[config.mk]
export PLATFORM = sky130hd
export DESIGN_NAME = csr_unit
export DESIGN_NICKNAME = d
export VERILOG_FILES = /design/src/rtl/csr_pkg.sv /design/src/rtl/csr_counter64.sv /design/src/rtl/csr_unit.sv
export SDC_FILE = /design/constraint.sdc
export NUM_CORES = 1
export LEC_CHECK = 0
export BUFFER_PORTS_ARGS = -buffer_cell sky130_fd_sc_hd__buf_2
export CELL_PAD_IN_SITES_DETAIL_PLACEMENT = 1
export CELL_PAD_IN_SITES_GLOBAL_PLACEMENT = 2
export CORE_UTILIZATION = 30
export CTS_CLUSTER_DIAMETER = 50
export DETAILED_ROUTE_END_ITERATION = 8
export GPL_TIMING_DRIVEN = 0
export PLACE_DENSITY = 0.81
export SYNTH_ARGS = -nofsm -noshare
export SYNTH_HDL_FRONTEND = slang
export SYNTH_SLANG_ARGS = --single-unit
[constraint.sdc]
create_clock -name clk -period 5.7 [get_ports clk]
set_input_delay 1.14 -clock clk [delete_from_list [all_inputs] [get_ports clk]]
set_output_delay 1.14 -clock clk [all_outputs]
set_load 0.02 [all_outputs]
[src/rtl/csr_pkg.sv]
// Shared definitions for the machine-mode CSR unit: CSR addresses, operation
// encodings, mstatus/mie/mip bit positions and the read-modify-write helper.
package csr_pkg;

  typedef enum logic [1:0] {
    OP_NONE = 2'b00,
    OP_RW   = 2'b01,
    OP_RS   = 2'b10,
    OP_RC   = 2'b11
  } csr_op_e;

  localparam logic [11:0] ADDR_MSTATUS   = 12'h300;
  localparam logic [11:0] ADDR_MISA      = 12'h301;
  localparam logic [11:0] ADDR_MIE       = 12'h304;
  localparam logic [11:0] ADDR_MTVEC     = 12'h305;
  localparam logic [11:0] ADDR_MSCRATCH  = 12'h340;
  localparam logic [11:0] ADDR_MEPC      = 12'h341;
  localparam logic [11:0] ADDR_MCAUSE    = 12'h342;
  localparam logic [11:0] ADDR_MTVAL     = 12'h343;
  localparam logic [11:0] ADDR_MIP       = 12'h344;
  localparam logic [11:0] ADDR_MCYCLE    = 12'hB00;
  localparam logic [11:0] ADDR_MINSTRET  = 12'hB02;
  localparam logic [11:0] ADDR_MCYCLEH   = 12'hB80;
  localparam logic [11:0] ADDR_MINSTRETH = 12'hB82;
  localparam logic [11:0] ADDR_CYCLE     = 12'hC00;
  localparam logic [11:0] ADDR_INSTRET   = 12'hC02;
  localparam logic [11:0] ADDR_CYCLEH    = 12'hC80;
  localparam logic [11:0] ADDR_INSTRETH  = 12'hC82;
  localparam logic [11:0] ADDR_MHARTID   = 12'hF14;

  localparam int MSTATUS_MIE  = 3;
  localparam int MSTATUS_MPIE = 7;
  localparam int IRQ_MTI      = 7;
  localparam int IRQ_MEI      = 11;

  localparam logic [31:0] MIE_MASK   = 32'h0000_0880;
  localparam logic [31:0] MISA_VALUE = 32'h4000_0100;

  function automatic logic [31:0] apply_op(csr_op_e op, logic [31:0] old_val, logic [31:0] wdata);
    case (op)
      OP_RW:   apply_op = wdata;
      OP_RS:   apply_op = old_val | wdata;
      OP_RC:   apply_op = old_val & ~wdata;
      default: apply_op = old_val;
    endcase
  endfunction

endpackage

[src/rtl/csr_counter64.sv]
// 64-bit free-running counter with independently writable halves; an explicit
// write to one half overrides the increment for that half only.
module csr_counter64 (
  input  logic        clk,
  input  logic        rst_n,
  input  logic        inc,
  input  logic        wr_lo,
  input  logic        wr_hi,
  input  logic [31:0] wdata,
  output logic [31:0] lo,
  output logic [31:0] hi
);

  logic [63:0] count_reg;
  logic [63:0] count_next;

  // The unwritten half still sees the carry derived from the pre-edge value.
  always_comb begin
    count_next = count_reg + {63'b0, inc};
    if (wr_lo) count_next[31:0]  = wdata;
    if (wr_hi) count_next[63:32] = wdata;
  end

  always_ff @(posedge clk or negedge rst_n) begin
    if (!rst_n) count_reg <= '0;
    else        count_reg <= count_next;
  end

  assign lo = count_reg[31:0];
  assign hi = count_reg[63:32];

endmodule

[src/rtl/csr_unit.sv]
// Machine-mode CSR unit: architected M-mode CSRs with read-modify-write and
// illegal-access detection, trap entry/MRET handling and 64-bit counters.
module csr_unit
  import csr_pkg::*;
#(
  parameter logic [31:0] HART_ID     = 32'd0,
  parameter logic [31:0] MTVEC_RESET = 32'h0000_0000,
  parameter bit          COUNTER_EN  = 1'b1
) (
  input  logic        clk,
  input  logic        rst_n,
  input  logic        csr_valid,
  input  logic [1:0]  csr_op,
  input  logic [11:0] csr_addr,
  input  logic [31:0] csr_wdata,
  input  logic        csr_src_zero,
  output logic [31:0] csr_rdata,
  output logic        csr_illegal,
  input  logic        instret_inc,
  input  logic        irq_timer,
  input  logic        irq_ext,
  input  logic        trap_valid,
  input  logic [31:0] trap_cause,
  input  logic [31:0] trap_pc,
  input  logic [31:0] trap_tval,
  input  logic        mret_valid,
  output logic [31:0] mepc,
  output logic [31:0] trap_vector,
  output logic        irq_pending
);

  csr_op_e     op;
  logic        mie_bit_reg, mpie_reg;
  logic [31:0] mie_reg, mtvec_reg, mscratch_reg, mepc_reg, mcause_reg, mtval_reg;
  logic [31:0] mstatus_val, mip_val, new_val, tvec_base;
  logic        implemented, suppress, active, write_en;

  logic [1:0]        cnt_inc, cnt_wr_lo, cnt_wr_hi;
  logic [1:0][31:0]  cnt_lo, cnt_hi;

  assign op = csr_op_e'(csr_op);

  always_comb begin
    mstatus_val                = '0;
    mstatus_val[12:11]         = 2'b11;
    mstatus_val[MSTATUS_MIE]   = mie_bit_reg;
    mstatus_val[MSTATUS_MPIE]  = mpie_reg;
    mip_val                    = '0;
    mip_val[IRQ_MTI]           = irq_timer;
    mip_val[IRQ_MEI]           = irq_ext;
  end

  always_comb begin
    csr_rdata   = '0;
    implemented = 1'b1;
    case (csr_addr)
      ADDR_MSTATUS:               csr_rdata = mstatus_val;
      ADDR_MISA:                  csr_rdata = MISA_VALUE;
      ADDR_MIE:                   csr_rdata = mie_reg;
      ADDR_MTVEC:                 csr_rdata = mtvec_reg;
      ADDR_MSCRATCH:              csr_rdata = mscratch_reg;
      ADDR_MEPC:                  csr_rdata = mepc_reg;
      ADDR_MCAUSE:                csr_rdata = mcause_reg;
      ADDR_MTVAL:                 csr_rdata = mtval_reg;
      ADDR_MIP:                   csr_rdata = mip_val;
      ADDR_MHARTID:               csr_rdata = HART_ID;
      ADDR_MCYCLE,   ADDR_CYCLE:    begin csr_rdata = cnt_lo[0]; implemented = COUNTER_EN; end
      ADDR_MCYCLEH,  ADDR_CYCLEH:   begin csr_rdata = cnt_hi[0]; implemented = COUNTER_EN; end
      ADDR_MINSTRET, ADDR_INSTRET:  begin csr_rdata = cnt_lo[1]; implemented = COUNTER_EN; end
      ADDR_MINSTRETH, ADDR_INSTRETH: begin csr_rdata = cnt_hi[1]; implemented = COUNTER_EN; end
      default:                    implemented = 1'b0;
    endcase
  end

  // Read-only space (addr[11:10]==11) is legal only when the write is suppressed.
  assign suppress    = ((op == OP_RS) || (op == OP_RC)) && csr_src_zero;
  assign active      = csr_valid && (op != OP_NONE);
  assign csr_illegal = active && (!implemented || ((csr_addr[11:10] == 2'b11) && !suppress));
  assign write_en    = active && !suppress && !csr_illegal && !trap_valid && !mret_valid;
  assign new_val     = apply_op(op, csr_rdata, csr_wdata);

  assign cnt_inc      = {instret_inc, 1'b1};
  assign cnt_wr_lo[0] = write_en && (csr_addr == ADDR_MCYCLE);
  assign cnt_wr_hi[0] = write_en && (csr_addr == ADDR_MCYCLEH);
  assign cnt_wr_lo[1] = write_en && (csr_addr == ADDR_MINSTRET);
  assign cnt_wr_hi[1] = write_en && (csr_addr == ADDR_MINSTRETH);

  generate
    if (COUNTER_EN) begin : g_counters
      for (genvar gi = 0; gi < 2; gi++) begin : g_cnt
        csr_counter64 u_counter (
          .clk   (clk),
          .rst_n (rst_n),
          .inc   (cnt_inc[gi]),
          .wr_lo (cnt_wr_lo[gi]),
          .wr_hi (cnt_wr_hi[gi]),
          .wdata (new_val),
          .lo    (cnt_lo[gi]),
          .hi    (cnt_hi[gi])
        );
      end
    end else begin : g_no_counters
      assign cnt_lo = '0;
      assign cnt_hi = '0;
    end
  endgenerate

  always_ff @(posedge clk or negedge rst_n) begin
    if (!rst_n) begin
      mie_bit_reg  <= 1'b0;
      mpie_reg     <= 1'b0;
      mie_reg      <= '0;
      mtvec_reg    <= MTVEC_RESET & ~32'h2;
      mscratch_reg <= '0;
      mepc_reg     <= '0;
      mcause_reg   <= '0;
      mtval_reg    <= '0;
    end else if (trap_valid) begin
      mepc_reg    <= trap_pc & ~32'h3;
      mcause_reg  <= trap_cause;
      mtval_reg   <= trap_tval;
      mpie_reg    <= mie_bit_reg;
      mie_bit_reg <= 1'b0;
    end else if (mret_valid) begin
      mie_bit_reg <= mpie_reg;
      mpie_reg    <= 1'b1;
    end else if (write_en) begin
      case (csr_addr)
        ADDR_MSTATUS: begin
          mie_bit_reg <= new_val[MSTATUS_MIE];
          mpie_reg    <= new_val[MSTATUS_MPIE];
        end
        ADDR_MIE:      mie_reg      <= new_val & MIE_MASK;
        ADDR_MTVEC:    mtvec_reg    <= new_val & ~32'h2;
        ADDR_MSCRATCH: mscratch_reg <= new_val;
        ADDR_MEPC:     mepc_reg     <= new_val & ~32'h3;
        ADDR_MCAUSE:   mcause_reg   <= new_val;
        ADDR_MTVAL:    mtval_reg    <= new_val;
        default: ;
      endcase
    end
  end

  // Vectored mode only applies to interrupts (cause MSB set).
  assign tvec_base   = {mtvec_reg[31:2], 2'b00};
  assign trap_vector = (mtvec_reg[0] && trap_cause[31])
                       ? tvec_base + {25'b0, trap_cause[4:0], 2'b00}
                       : tvec_base;
  assign mepc        = mepc_reg;
  assign irq_pending = mie_bit_reg && |(mie_reg & mip_val);

endmodule

==> impl_metrics.tcl <==
set metrics [dict create \
    status "finished with violations" \
    violations "design-rule violations, max-capacitance violations" \
    fin_skew_ns 0.0258 \
    cp-end-kind "primary output" \
    layout_common_cells "dfrtp_1, buf_2, nand2_1, o21ai_0, nor2_1" \
    insertion_delay_ns 0.60 \
    grt_overflow 0 \
    final_layout_size_suffix_gt1_share_pct 19.4 \
    place_ws_ns 0.183 \
    grt_max_degree 105 \
    start_util_pct 30.5 \
    min_from "mscratch_reg[17]$_DFFE_PN0P_" \
    fin_crit_ns 5.46 \
    ys_types 87 \
    synth_edf_count 0 \
    dp.cells 3064 \
    synth_compound_area_share_pct 18.8 \
    hold_path_end "mscratch_reg[17]$_DFFE_PN0P_" \
    syn_to_final_growth_pct 21.7 \
    synth-xor-area-share_pct 8.53 \
    fillers 7019 \
    synth_top_family_by_area "simple AND/OR/NAND/NOR gates" \
    finalSetupViolCount 0 \
    max_freq_ghz 0.183 \
    cts_buffer_depth 3 \
    worstPathMaxFanout 10 \
    holdPathStages 2 \
    criticalPathCategory "in -> out" \
    rows 89 \
    cts_max_level 2 \
    ant_nets 0 \
    gp_congestion 0.947 \
    arrival_ns 4.32 \
    finalWorstSetupSlack_ns 0.238 \
    rsz0062_at_grt "no" \
    groute.usage.overall_pct 30.2 \
    tightest_slew_ns 1.48 \
    hpwlAfterDp_um 71500 \
    worst_path_largest_cell_delay_ns 0.71 \
    antenna_found_initial 3 \
    cts_hold_buf 0 \
    coreArea_mm2 0.0592 \
    num_vias 18700 \
    cts_setup_buffers 0 \
    power.density_mw_per_mm2 269 \
    synth-simple-area-share_pct 20.3 \
    placedInstanceArea_mm2 0.0204 \
    grt_pass1_vias 19000 \
    multi_input_area_mm2 0.0100 \
    fin_area_mm2 0.0220 \
    io_pins 249 \
    r2r-start "mepc[6]$_DFFE_PN0P_" \
    yosys-mux-area-fraction_pct 7.04 \
    ys_ff_latch 289 \
    register_area_mm2 0.00723 \
    grt_pass1_wl_um 134000 \
    cts_tree "done" \
    wl_um 93200 \
    yosysWarnings 0 \
    synth-seq-area-share_pct 40.0 \
    clk_pin_slew_ns 0.06 \
    final_common_cell "dfrtp_1" \
    cp_slowest_cell "nor4b_2" \
    die_w_um 247 \
    r2r-end "mscratch_reg[6]$_DFFE_PN0P_" \
    cts_root_buf "clkbuf_16" \
    drv_cap 1 \
    r2r.worst_path.cells 6 \
    cts_resized 0 \
    synth_area_mm2 0.0181 \
    die_area_mm2 0.0612 \
    fin_setup_tns_ns 0 \
    drt_iter0_drc 1886 \
    synth_flop_cell "dfrtp_1" \
    syn_inst 2041 \
    hold_path.class "reg -> reg" \
    synth-async-reset-ratio_pct 100 \
    syn_area_per_cell_um2 8.85 \
    clock-sinks 289 \
    cts_buffers 45 \
    start_kind "input pin" \
    ir_drop_uv 194 \
    via_per_inst 5.95 \
    regToRegSetupSlack_ns 2.91 \
    cp_cell_sequence "buf_2 -> clkbuf_1 -> nor4b_2 -> clkbuf_1 -> nand3_2 -> o2111ai_1 -> buf_2" \
    drc 41 \
    synth_fa_ha_area_share_pct 0.665 \
    drv_slew 0 \
    die_h_um 247 \
    fin_hold_ws_ns 0.480 \
    placement.io_buffers 240 \
    relSlewSlack_pct 0.332 \
    layout.cells.non_filler 3151 \
    dr.pass1.iters 9 \
    largest_reg_flops 128 \
    fin_nets 2498 \
    leakage_nw 9.56 \
    wl_per_cell_um 29.6 \
    hold_viol_final 0 \
    fin_crit_sh_pct 95.8 \
    worstPathRequired_ns 4.56 \
]
## Yosys cell counts, types with 16 or more instances
cell,number,area share [%]
nor4_1,57,2.0
nand4_1,54,1.9
buf_2,45,1.2
dfrtp_1,289,40
and4_1,16,0.78
xnor2_1,94,4.6
a21oi_1,118,3.3
a22oi_1,117,4.9
nand3_1,81,2.2
mux2_2,25,1.6
o21ai_0,145,4.0
nand2_1,208,4.3
clkbuf_1,97,2.0
inv_1,40,0.83
nor3_1,43,1.2
mux2i_1,72,4.0
xor2_1,82,4.0
nor2_1,143,3.0
and3_1,30,1.0
o21ai_1,42,1.2
and2_1,19,0.66
## where the power goes
part	switching (mW)	leakage [nW]	internal (mW)
sequential	0.101	3.72	2.15
combinational	0.515	5.09	0.254
clock	1.13	0.760	1.76
## logic make-up after synthesis
family / Yosys count
simple gates: 719
compound gates: 537
fa+ha+maj: 9
other cells: 1
xor+xnor: 176
buf+inv: 201
flops: 289
mux: 109
## per-stage QoR
stage	util [%]	power [mW]
finish	37.1	5.91
global route	37.1	6.08
CTS	37.1	5.93
detailed placement	34.5	3.04
global placement	34.2	3.01
floorplan	-	2.64
## final cells by class
cell class                      count  share of cell area, %
Clock inverter                     24                   1.34
Tap cell                          773                   4.40
Multi-Input combinational cell   1554                   45.7
Sequential cell                   289                   32.9
Buffer                            161                   3.18
Timing Repair Buffer              247                   6.03
Clock buffer                       58                   5.71
Inverter                           40                  0.683
Antenna cell                        5                 0.0569
## worst max-delay path, delay by kind of cell
kind	cells	cell delay, ns
AO/OA/AOI/OAI	1	0.63
buffers and inverters	4	1.31
AND/OR/NAND/NOR	2	1.23
## metal layers
layer	share of wire, %	up-vias	global-route usage (%)	wire length [um]
li1	-	8074	-	-
met1	42	9611	40.7	39300
met2	45	888	47.4	42300
met3	8.3	172	5.77	7730
met4	4.1	0	12.0	3840
met5	0	-	0	0
## worst max-delay path by stage
stage          slack, ns  depth (start not counted)     startpoint                   to
6_report            0.24                          7    csr_addr[2]        csr_rdata[17]
5_1_grt             0.27                          7    csr_addr[2]        csr_rdata[17]
4_1_cts             0.20                          7    csr_addr[2]        csr_rdata[17]
3_5_place_dp        0.18                          7    csr_addr[2]        csr_rdata[17]
3_3_place_gp       -2.31                          1          rst_n  mepc[6]$_DFFE_PN0P_
2_1_floorplan       1.46                          9  trap_cause[0]      trap_vector[26]
(Power assumes the default switching activity.)
